### config.mk
export PLATFORM = sky130hd
export DESIGN_NAME = uart_rx_deser
export DESIGN_NICKNAME = d
export VERILOG_FILES = /design/src/rtl/uart_pkg.sv /design/src/rtl/uart_rx_sync.sv /design/src/rtl/uart_rx_deser.sv
export SDC_FILE = /design/constraint.sdc
export NUM_CORES = 1
export LEC_CHECK = 0
export BUFFER_PORTS_ARGS = -buffer_cell sky130_fd_sc_hd__buf_2
export CORE_MARGIN = 2
export CORE_UTILIZATION = 57
export DETAILED_ROUTE_END_ITERATION = 6
export GPL_ROUTABILITY_DRIVEN = 0
export HOLD_SLACK_MARGIN = 0.05
export PLACE_DENSITY = 0.79
export SLEW_MARGIN = 5
export SYNTH_ARGS = -nofsm -noshare
export SYNTH_HDL_FRONTEND = slang
export SYNTH_SLANG_ARGS = --single-unit
### constraint.sdc
create_clock -name clk -period 2.1 [get_ports clk]
set_clock_uncertainty 0.05 [all_clocks]
set_input_delay 0.21 -clock clk [delete_from_list [all_inputs] [get_ports clk]]
set_output_delay 0.21 -clock clk [all_outputs]
set_load 0.02 [all_outputs]
### src/rtl/uart_pkg.sv
// Shared UART receive types: FSM state encoding, word-length codes and the
// helper that turns a word-length code into a data bit count.
package uart_pkg;

  typedef enum logic [2:0] {
    IDLE,
    START,
    DATA,
    PARITY,
    STOP
  } rx_state_e;

  localparam logic [1:0] WLS_5 = 2'd0;
  localparam logic [1:0] WLS_6 = 2'd1;
  localparam logic [1:0] WLS_7 = 2'd2;
  localparam logic [1:0] WLS_8 = 2'd3;

  function automatic logic [3:0] wls_to_bits(input logic [1:0] wls);
    case (wls)
      WLS_5:   return 4'd5;
      WLS_6:   return 4'd6;
      WLS_7:   return 4'd7;
      default: return 4'd8;
    endcase
  endfunction

endpackage

### src/rtl/uart_rx_sync.sv
// Two-flop synchroniser for the asynchronous receive line; resets to the
// idle (high) level so a reset never looks like a start bit.
module uart_rx_sync (
  input  logic clk,
  input  logic rst,
  input  logic d,
  output logic q
);

  logic meta_q, meta_d;
  logic sync_q, sync_d;

  always_comb begin
    meta_d = d;
    sync_d = meta_q;
  end

  always_ff @(posedge clk) begin
    if (rst) begin
      meta_q <= 1'b1;
      sync_q <= 1'b1;
    end else begin
      meta_q <= meta_d;
      sync_q <= sync_d;
    end
  end

  assign q = sync_q;

endmodule

### src/rtl/uart_rx_deser.sv
// UART receive deserialiser: oversampled start detection, mid-bit sampling of
// 5-8 data bits, optional parity and the first stop bit, one-deep holding register.
module uart_rx_deser
  import uart_pkg::*;
#(
  parameter int OVERSAMPLE = 16
) (
  input  logic       clk,
  input  logic       rst,
  input  logic       baud_tick,
  input  logic       rxd,
  input  logic [1:0] cfg_wls,
  input  logic       cfg_stb,
  input  logic       cfg_pen,
  input  logic       cfg_eps,
  input  logic       cfg_sp,
  output logic [7:0] rx_data,
  output logic       rx_pe,
  output logic       rx_fe,
  output logic       rx_bi,
  output logic       rx_valid,
  input  logic       rx_ready,
  output logic       rx_overrun,
  output logic       rx_busy
);

  localparam int CW = $clog2(OVERSAMPLE);
  localparam logic [CW-1:0] HALF_M1 = CW'(OVERSAMPLE / 2 - 1);
  localparam logic [CW-1:0] FULL_M1 = CW'(OVERSAMPLE - 1);

  logic rxd_s;

  uart_rx_sync u_sync (
    .clk (clk),
    .rst (rst),
    .d   (rxd),
    .q   (rxd_s)
  );

  // The receiver leaves STOP right after the first stop bit, so the number of
  // stop bits never changes what is sampled.
  logic stb_unused;
  assign stb_unused = cfg_stb;

  rx_state_e     state_q, state_d;
  logic [CW-1:0] cnt_q, cnt_d;
  logic [2:0]    bit_q, bit_d;
  logic [7:0]    shift_q, shift_d;
  logic [1:0]    fwls_q, fwls_d;
  logic          fpen_q, fpen_d;
  logic          feps_q, feps_d;
  logic          fsp_q, fsp_d;
  logic          par_q, par_d;
  logic          perr_q, perr_d;
  logic [7:0]    data_q, data_d;
  logic          pe_q, pe_d;
  logic          fe_q, fe_d;
  logic          bi_q, bi_d;
  logic          valid_q, valid_d;
  logic          ovr_q, ovr_d;

  logic          done;
  logic          exp_par;
  logic          last_bit;

  always_comb begin
    state_d  = state_q;
    cnt_d    = cnt_q;
    bit_d    = bit_q;
    shift_d  = shift_q;
    fwls_d   = fwls_q;
    fpen_d   = fpen_q;
    feps_d   = feps_q;
    fsp_d    = fsp_q;
    par_d    = par_q;
    perr_d   = perr_q;
    done     = 1'b0;
    exp_par  = fsp_q ? ~feps_q : ((^shift_q) ^ ~feps_q);
    last_bit = ({1'b0, bit_q} == (wls_to_bits(fwls_q) - 4'd1));

    if (baud_tick) begin
      unique case (state_q)
        IDLE: begin
          if (!rxd_s) begin
            state_d = START;
            cnt_d   = '0;
          end
        end
        START: begin
          if (cnt_q == HALF_M1) begin
            if (rxd_s) begin
              state_d = IDLE;
            end else begin
              // Frame format is frozen here so mid-frame cfg writes wait for the next character.
              state_d = DATA;
              cnt_d   = '0;
              bit_d   = '0;
              shift_d = '0;
              par_d   = 1'b0;
              perr_d  = 1'b0;
              fwls_d  = cfg_wls;
              fpen_d  = cfg_pen;
              feps_d  = cfg_eps;
              fsp_d   = cfg_sp;
            end
          end else begin
            cnt_d = cnt_q + 1'b1;
          end
        end
        DATA: begin
          if (cnt_q == FULL_M1) begin
            cnt_d          = '0;
            shift_d[bit_q] = rxd_s;
            bit_d          = bit_q + 3'd1;
            if (last_bit) state_d = fpen_q ? PARITY : STOP;
          end else begin
            cnt_d = cnt_q + 1'b1;
          end
        end
        PARITY: begin
          if (cnt_q == FULL_M1) begin
            cnt_d   = '0;
            par_d   = rxd_s;
            perr_d  = (rxd_s != exp_par);
            state_d = STOP;
          end else begin
            cnt_d = cnt_q + 1'b1;
          end
        end
        STOP: begin
          if (cnt_q == FULL_M1) begin
            cnt_d   = '0;
            done    = 1'b1;
            state_d = IDLE;
          end else begin
            cnt_d = cnt_q + 1'b1;
          end
        end
        default: state_d = IDLE;
      endcase
    end
  end

  // Holding register: a completing character may replace one that is being
  // accepted in the same cycle; otherwise it is dropped and flagged.
  always_comb begin
    data_d  = data_q;
    pe_d    = pe_q;
    fe_d    = fe_q;
    bi_d    = bi_q;
    valid_d = valid_q;
    ovr_d   = 1'b0;
    if (done) begin
      if (!valid_q || rx_ready) begin
        data_d  = shift_q;
        pe_d    = perr_q;
        fe_d    = ~rxd_s;
        bi_d    = (shift_q == 8'd0) && (!fpen_q || !par_q) && !rxd_s;
        valid_d = 1'b1;
      end else begin
        ovr_d = 1'b1;
      end
    end else if (valid_q && rx_ready) begin
      valid_d = 1'b0;
    end
  end

  always_ff @(posedge clk) begin
    if (rst) begin
      state_q <= IDLE;
      cnt_q   <= '0;
      bit_q   <= '0;
      shift_q <= '0;
      fwls_q  <= '0;
      fpen_q  <= 1'b0;
      feps_q  <= 1'b0;
      fsp_q   <= 1'b0;
      par_q   <= 1'b0;
      perr_q  <= 1'b0;
      data_q  <= '0;
      pe_q    <= 1'b0;
      fe_q    <= 1'b0;
      bi_q    <= 1'b0;
      valid_q <= 1'b0;
      ovr_q   <= 1'b0;
    end else begin
      state_q <= state_d;
      cnt_q   <= cnt_d;
      bit_q   <= bit_d;
      shift_q <= shift_d;
      fwls_q  <= fwls_d;
      fpen_q  <= fpen_d;
      feps_q  <= feps_d;
      fsp_q   <= fsp_d;
      par_q   <= par_d;
      perr_q  <= perr_d;
      data_q  <= data_d;
      pe_q    <= pe_d;
      fe_q    <= fe_d;
      bi_q    <= bi_d;
      valid_q <= valid_d;
      ovr_q   <= ovr_d;
    end
  end

  assign rx_data    = data_q;
  assign rx_pe      = pe_q;
  assign rx_fe      = fe_q;
  assign rx_bi      = bi_q;
  assign rx_valid   = valid_q;
  assign rx_overrun = ovr_q;
  assign rx_busy    = (state_q != IDLE);

endmodule
# ---- Yosys cells after proc, flatten, opt, wreduce, memory -nomap -nowiden
# Cells that the tools add are included.
dict set report classes {
  bitwise 4
  n_eq_ne 18
  mux 39
  addsub 3
  reduce_logical 28
  n_lt_le_gt_ge 2
}
# op n
set ops {}
lappend ops {{$mux 3} 10}
lappend ops {{$mux 8} 3}
lappend ops {{$pmux 4 s3} 2}
lappend ops {{$pmux 8 s2} 1}
lappend ops {{$pmux 3 s5} 1}
lappend ops {{$ne 2x2->1 const B} 7}
lappend ops {{$mux 1} 13}
lappend ops {{$mux 4} 3}
lappend ops {{$reduce_and 5->1} 2}
lappend ops {{$bwmux 8} 1}
lappend ops {{$logic_not 8->1} 1}
lappend ops {{$reduce_xor 8->1} 1}
lappend ops {{$reduce_and 7->1} 1}
lappend ops {{$eq 3x2->1 const B} 2}
lappend ops {{$pmux 3 s2} 1}
lappend ops {{$reduce_and 2->1} 3}
lappend ops {{$reduce_bool 2->1} 3}
lappend ops {{$reduce_bool 3->1} 2}
lappend ops {{$add 4x1->4 const B} 1}
lappend ops {{$eq 3x4->1} 1}
lappend ops {{$eq 4x3->1 const B} 1}
lappend ops {{$eq 4x4->1 const B} 1}
lappend ops {{$logic_and 1x1->1} 4}
lappend ops {{$logic_not 1->1} 4}
lappend ops {{21 further kinds} 25}
dict set report totals {
  regBits 40
  word_cells 112
  input_bits 11
  output_inout_bits 14
}

# ---- Logic depth before layout (Yosys ltp)
# Gate-level depths: netlist of the first run.
dict set report depth {
  word_depth 7
  mapped_depth 7
  mapped_depth_nobuf 7
}

# ---- Modules after synthesis
# From an unflattened synthesis of the first run, not the netlist that was laid out.
dict set report hier_totals {
  cells_unflattened 237
  hier_area_um2 2010.7
}
# mod cells_per_inst seq_area_each_um2 n_inst area_per_inst_um2
set by_module_without_submodules {}
lappend by_module_without_submodules {uart_rx_deser 233 760.7 1 1958.1}
lappend by_module_without_submodules {uart_rx_sync 4 40.0 1 52.6}

# ---- Worst setup path before layout of the first run
# OpenSTA, ideal clock, no wires.
dict set report synth_timing {
  path_kind {flip-flop to flip-flop}
  start {reg cnt_q[0]}
  end {reg state_q[2]}
  setup_slack_ns 0.419
  stages_incl_launch_ff 7
  synth_period_minus_slack_ns 1.681
  path_buffers 0
  setup_ns 0.128
  required_ns 1.922
  t_arrival_ns 1.503
  path_cell_list {dfxtp_1 ha_1 nand3b_1 a31oi_2 and4_1 mux2i_1 nor2_1}
}
dict set report synth_between {
  elab_chain_len 3
  word_cells_on_any_way 7
  classes_between {6 x eq/ne; 1 x reduce/logical}
}
# item line
set synth_rtl {}
lappend synth_rtl {{start, declared} uart_rx_deser.sv:46} ;# logic [CW-1:0] cnt_q, cnt_d;
lappend synth_rtl {{start signal, assigned} uart_rx_deser.sv:188} ;# cnt_q <= cnt_d;
lappend synth_rtl {{$eq 4x4->1 / $eq 4x3->1 (equally long branches)} --}
lappend synth_rtl {{$ne 2x2->1 (no source line)} --}
lappend synth_rtl {{$reduce_and 7->1 (no source line) *} --}
lappend synth_rtl {{end signal, assigned} uart_rx_deser.sv:187} ;# state_q <= state_d;
lappend synth_rtl {{end, declared} uart_rx_deser.sv:45} ;# rx_state_e state_q, state_d;
# Every way passes the cells marked *; elsewhere a longest branch is shown, timed or not.
# A chain may end at the register's enable or synchronous reset.

# ---- Final worst setup path of the first run
dict set report layout_timing {
  start {reg cnt_q[0]}
  end {reg shift_q[3]}
}
dict set report layout_between {
  elab_chain_len 3
  word_cells_on_any_way 5
  classes_between {4 x eq/ne; 1 x reduce/logical}
}
# item line
set layout_rtl {}
lappend layout_rtl {{$eq 4x4->1 / $eq 4x3->1 (equally long branches)} {uart_rx_deser.sv:111, uart_rx_deser.sv:90}}
lappend layout_rtl {{$ne 2x2->1 (no source line)} --}
lappend layout_rtl {{$reduce_and 5->1 (no source line) *} --}
lappend layout_rtl {{end signal, assigned} uart_rx_deser.sv:190} ;# shift_q <= shift_d;
lappend layout_rtl {{end, declared} uart_rx_deser.sv:48} ;# logic [7:0] shift_q, shift_d;
# Marks and branches as above.

==> results of run 1 <==
-- per-stage QoR --
step | utilization, % | hold WS, ns
6_report | 68.0 | 0.0982
5_1_grt | 68.0 | 0.105
4_1_cts | 67.9 | 0.0795
3_5_place_dp | 63.6 | 0.346
3_3_place_gp | 63.6 | 0.343
2_1_floorplan | - | 0.264
-- per-layer routing --
| metal | global-route usage [%] | routed length (µm) |
|---|---|---|
| met2 | 39.0 | 1970 |
| met5 | 0 | 0 |
| met3 | 6.13 | 161 |
| met4 | 7.78 | 59 |
| met1 | 26.3 | 1790 |
-- layout make-up --
cell class                 instances  area [µm²]
multi-input combinational        172        1030
sequential                        40         802
inverter                          14        52.6
timing repair buffer              35         220
tap                               46        57.6
clock inverter                     3        46.3
clock buffer                       5        37.5
fill                             305        1060
-- cells by family after synthesis --
| family | synth area share, % |
|---|---|
| buffers and inverters | 6.39 |
| AOI/OAI and AO/OA | 16.9 |
| and+or+nand+nor | 22.9 |
| xor gates and xnor gates | 4.02 |
| adders and majority gates | 3.83 |
| DFF | 40.9 |
| muxes | 5.11 |
-- flip-flops by register name (all words and copies together) (netlist names), 2 cells and up --
name,flops
bit_q,3
cnt_q,4
fwls_q,2
rx_data,8
shift_q,8
state_q,3
-- critical path, cell delays in order (launching register included) --
cell and delay, ns:
dfxtp_1 0.40, ha_1 0.18, nand3b_1 0.12, a31oi_2 0.38, nand2_1 0.24, buf_4 0.22, o21ai_1 0.13, a21oi_1 0.07
-- worst min-delay path by stage --
stage,startpoint,end,slack [ns]
3_3_place_gp,u_sync.meta_q,u_sync.q,0.34
2_1_floorplan,rxd,u_sync.meta_q,0.26
3_5_place_dp,rxd,u_sync.meta_q,0.35
5_1_grt,rx_ready,rx_overrun,0.10
4_1_cts,rx_ready,rx_overrun,0.08
6_report,rx_ready,rx_overrun,0.1
-- power breakdown --
part	internal, mW	switching, mW
clock	0.254	0.269
sequential	0.762	0.00380
combinational	0.0258	0.0325
-- cells in the final DEF, fill, tap and decap left out, types with 2 or more instances in the layout --
cell            n
clkbuf_4        5
or2_2           2
a21oi_1        31
o21ai_1         9
nand2_1        15
a31oi_1         5
dfxtp_1        39
dlygate4sd3_1   6
ha_1            6
o21ai_0         2
and4_1          3
xnor2_1         8
nor2_1         38
buf_4           6
buf_2          23
or3_1           3
nor3b_1         3
nand3_1        10
nand3b_1        3
nor2b_1         3
mux2i_1        10
inv_1          14
and3_1          3
-- what timing repair did --
item / CTS / global route
hold buffers: 6 / 0
buffers inserted: 0 / 0
endpoints found under the setup margin: 0 / 8
gates resized for setup: 0 / 1
endpoints found under the hold margin: 6 / 0
==> results.ini, run 1 <==
[setup_path]
cp-startpoint = cnt_q[0]
critPathArrivalTime_ns = 2.09
startpoint_type = register
worstPathMaxFanout = 8
crit_type = register to register
r2r_cells = 7
r2r-end = shift_q[3]
worstReg2RegStart = cnt_q[0]
end_kind = register
r2r_slack_ns = 0.18
endpoint = shift_q[3]
required_ns = 2.27

[route]
antenna_left = 0
first_pass_iters = 4
drt_iter0_drc = 108
drc = 0
wirelength_um = 3980
routedWlPerCell_um = 12.6
viasPerCell = 5.42
vias = 1708

[logic_synthesis]
synth_top_area_cell = dfxtp_1
syn-instance-count = 242
synth_most_common_cell = dfxtp_1
ys_warn_count = 0
async_reset_ff_share_pct = 0
avgSynthCellArea_um2 = 8.10
syn_area_um2 = 1960
synthTopCellsByCount = 40 x dfxtp_1, 38 x nor2_1, 31 x a21oi_1
synth_cell_types = 40
ys_ff_latch = 40
syn_nets = 259
synth_flop_cell = dfxtp_1
synth_seq_area_share_pct = 40.9
synth_top_area_share_pct = 40.9
synth_edf_count = 0
synthTopCellsByArea = dfxtp_1 41%, a21oi_1 7.9%, nor2_1 7.3%, mux2i_1 5.1%, ha_1 3.8%

[global_route]
grt_pass1_wl_um = 6960
grt_start_max_net_pins = 42
grt_use_total_pct = 22.4
grt_pass1_vias = 1619
overflow = 0
antenna_found_initial = 0

[floorplanning]
start_util_pct = 59.2
io_pins = 25
core-area_um2 = 3310
die_x_um = 62.6
die_area_um2 = 3920
rows = 21
die_y_um = 62.6

[cts]
htree_levels = 2
cts_tree = done
clockBufferDepth = 2
clkLatencyLatePin_ns = 0.36
cts_buffers = 5
clockRootBuffer = clkbuf_4
cts_sinks = 40
clkTransAtPathRegs_ns = 0.13

[placement]
place.detailed.hpwl_um = 2670
dp_cells = 301
place_ws_ns = 0.181
postPlaceCellArea_um2 = 2100
portBuffers = 23

[sta]
rsz0062_at_grt = false
fin_crit_sh_pct = 91.5
finalSetupTns_ns = 0
min_period_ns = 1.92
layout_setup_ws_ns = 0.178
slew-limit-headroom_pct = 51.4
hold_viol = 0
setup_viol = 0
report.final.slew_viol_count = 0
worstMarginPinSlew_ns = 0.728
fmax_mhz = 520

[run]
maxCapViolCount = 0

[cells_and_area]
num-nets-final = 285
num_antenna_cells = 0
syn2layout_area_growth_pct = 14.8
final_cell_area_um2 = 2250
drive_gt1_share_pct = 17.5
final_cells = 315

[min_path]
hold_path.class = input port to register
hold_depth = 3

[power]
p_total_mw = 1.35
p_leak_nw = 0.920
p_per_area_nw_per_um2 = 599
peakVddDrop_uv = 450

[outcome]
outcome = completed

Note: power is estimated with default switching activity, not from simulation.
==> run 2, diff against run 1 <==
Settings changed: ABC_AREA from default to 1, PLACE_DENSITY 0.79 to 0.78.
Clock period 2.1 ns to 2.09 ns, I/O delays scaled along.
==> run 2 against run 1 <==
Setup slack better by 0.080 ns. Cell count is 22% higher. Synthesized area is 8.2% higher. Wire length is 13% higher. Sequential power is 12% higher. Combinational power grew to 13 times the previous value. Critical endpoint is now fpen_q. Highest routed layer unchanged.
==> results.ini, run 2 <==
[outcome]
outcome = completed  ; unchanged

[logic_synthesis]
synth_most_common_cell = nand2_1  ; was dfxtp_1
synth_cell_types = 30  ; was 40
syn_nets = 327  ; was 259
synth_seq_area_share_pct = 37.8  ; was 40.9%
async_reset_ff_share_pct = 0  ; unchanged
ys_ff_latch = 40  ; unchanged
ys_warn_count = 0  ; unchanged
synthTopCellsByArea = dfxtp_1 38%, nand2_1 12%, a21oi_1 8.0%, nand3_1 6.4%, inv_1 6.2%  ; was dfxtp_1 41%, a21oi_1 7.9%, nor2_1 7.3%, mux2i_1 5.1%, ha_1 3.8%
synth_top_area_cell = dfxtp_1  ; unchanged
synth_top_area_share_pct = 37.8  ; was 40.9%
syn-instance-count = 310  ; was 242
syn_area_um2 = 2120  ; was 1960 µm²
synthTopCellsByCount = 68 x nand2_1, 40 x dfxtp_1, 35 x inv_1  ; was 40 x dfxtp_1, 38 x nor2_1, 31 x a21oi_1
synth_flop_cell = dfxtp_1  ; unchanged
synth_edf_count = 0  ; unchanged
avgSynthCellArea_um2 = 6.84  ; was 8.10 µm²

[sta]
fmax_mhz = 546  ; was 520 MHz
fin_crit_sh_pct = 87.6  ; was 91.5%
report.final.slew_viol_count = 0  ; unchanged
worstMarginPinSlew_ns = 0.536  ; was 0.728 ns
rsz0062_at_grt = false  ; unchanged
hold_viol = 0  ; unchanged
min_period_ns = 1.83  ; was 1.92 ns
setup_viol = 0  ; unchanged
finalSetupTns_ns = 0  ; unchanged
slew-limit-headroom_pct = 64.1  ; was 51.4%

[placement]
dp_cells = 374  ; was 301
place.detailed.hpwl_um = 3260  ; was 2670 µm
portBuffers = 23  ; unchanged

[cts]
cts_buffers = 5  ; unchanged
clockRootBuffer = clkbuf_8  ; was clkbuf_4
cts_tree = done  ; unchanged
clkLatencyLatePin_ns = 0.30  ; was 0.36 ns
clkTransAtPathRegs_ns = 0.08  ; was 0.13 ns
clockBufferDepth = 2  ; unchanged
cts_sinks = 40  ; unchanged
htree_levels = 2  ; unchanged
ctsResizeCount = 0  ; unchanged

[min_path]
hold_path.class = input port to register  ; unchanged
hold_depth = 3  ; unchanged

[route]
drt_iter0_drc = 124  ; was 108
wirelength_um = 4490  ; was 3980 µm
drc = 0  ; unchanged
first_pass_iters = 7  ; was 4
vias = 1994  ; was 1708
antenna_left = 0  ; unchanged
routedWlPerCell_um = 11.7  ; was 12.6 µm
viasPerCell = 5.21  ; was 5.42

[setup_path]
required_ns = 2.22  ; was 2.27 ns
worstPathMaxFanout = 8  ; unchanged
critPathArrivalTime_ns = 1.97  ; was 2.09 ns
end_kind = register  ; unchanged
startpoint_type = register  ; unchanged
crit_type = register to register  ; unchanged
r2r_cells = 8  ; was 7

[cells_and_area]
final_cells = 383  ; was 315
num_antenna_cells = 0  ; unchanged
num-nets-final = 351  ; was 285
layout_common_cells = 68 x nand2_1, 40 x dfxtp_1, 35 x inv_1, 34 x a21oi_1  ; was 39 x dfxtp_1, 38 x nor2_1, 31 x a21oi_1, 23 x buf_2, 15 x nand2_1
syn2layout_area_growth_pct = 11.6  ; was 14.8%
final_common_cell = nand2_1  ; was dfxtp_1
final_core_util_pct = 65.6  ; was 68.0%
drive_gt1_share_pct = 16.1  ; was 17.5%
nFillCells = 327  ; was 305

[power]
internal_power_mw = 1.29  ; was 1.04 mW
seqPwrFrac_pct = 40.0  ; was 56.8%
pwr-share-clk_pct = 25.8  ; was 38.8%
peakVddDrop_uv = 789  ; was 450 µV
p_sw_mw = 0.853  ; was 0.305 mW
p_per_area_nw_per_um2 = 904  ; was 599 nW/µm²
p_leak_nw = 1.03  ; was 0.920 nW
power.share.switching_pct = 39.9  ; was 22.7%
combPwrFrac_pct = 34.2  ; was 4.3%

[global_route]
grt_use_total_pct = 23.6  ; was 22.4%
antenna_found_initial = 0  ; unchanged
grt_start_max_net_pins = 25  ; was 42
grt_pass1_vias = 1825  ; was 1619
overflow = 0  ; unchanged
grt_pass1_wl_um = 7710  ; was 6960 µm

[floorplanning]
rows = 22  ; was 21
die_area_um2 = 4220  ; was 3920 µm²
io_pins = 25  ; unchanged
die_x_um = 65.0  ; was 62.6 µm
start_util_pct = 58.8  ; was 59.2%
die_y_um = 65.0  ; was 62.6 µm
core-area_um2 = 3610  ; was 3310 µm²

[run]
maxCapViolCount = 0  ; unchanged

==> run 2: repair_timing <==
action,CTS,global route
endpoints found under the hold margin,1,0
hold buffers,1,0
setup buffers,0,0
==> run 2: power by group through the flow <==
| stage | logic (mW) | registers [mW] | clock network, mW |
|---|---|---|---|
| floorplan | 0.587 | 0.861 | 0 |
| global placement | 0.709 | 0.872 | 0 |
| detailed placement | 0.717 | 0.872 | 0 |
| CTS | 0.721 | 0.854 | 0.567 |
| global route | 0.811 | 0.861 | 0.602 |
| finish | 0.732 | 0.856 | 0.551 |
==> run 2: area by class of cell <==
type                       instances  area, µm²  share of cell area, %
multi-input combinational        219       1110                   46.9
sequential                        40        801                   33.8
inverter                          42        158                   6.66
timing repair buffer              26        140                   5.92
clock buffer                       6       82.6                   3.49
tap                               48       60.1                   2.54
clock inverter                     2       15.0                  0.635
==> run 2: critical path, stage by stage, from the launching register on <==
cell and delay (ns):
dfxtp_1 0.38, ha_1 0.19, nand2_1 0.12, clkinv_1 0.08, nand2_1 0.07, nor3_1 0.35, inv_1 0.24, o21ai_1 0.17
a21oi_1 0.06
==> run 2: worst paths after layout <==
path	from	end	slack, ns
hold reg to reg	u_sync.meta_q	u_sync.q	0.36
setup reg to reg	cnt_q[0]	fpen_q	0.26
hold / removal	cfg_eps	feps_q	0.09
setup / recovery	cnt_q[0]	fpen_q	0.26
==> run 2: kinds of logic (layout without fill, tap and decap cells) <==
group                      count (synthesis)  after routing  synth area share [%]
buffers and inverters                     51             76                  9.86
adders and majority gates                  6              6                  3.54
AOI/OAI and AO/OA                         61             61                  14.9
DFF                                       40             40                  37.8
and+or+nand+nor                          149            149                  32.7
xor gates and xnor gates                   3              3                  1.24
==> run 2: metal layers <==
layer,up-vias,wire length [µm],track usage (%)
li1,1062,-,-
met2,50,2150,42.5
met1,874,2080,26.6
met5,-,0,0
met3,8,179,5.73
met4,0,76,8.78
==> run 2: metrics by stage <==
stage	area (µm²)	setup slack, ns	power, mW	hold WS (ns)
4_1_cts	2370	0.271	2.14	0.0796
5_1_grt	2370	0.0313	2.27	0.0943
3_5_place_dp	2260	0.277	1.59	0.345
3_3_place_gp	2260	0.322	1.58	0.343
6_report	2370	0.258	2.14	0.0887
2_1_floorplan	2120	0.592	1.45	0.238
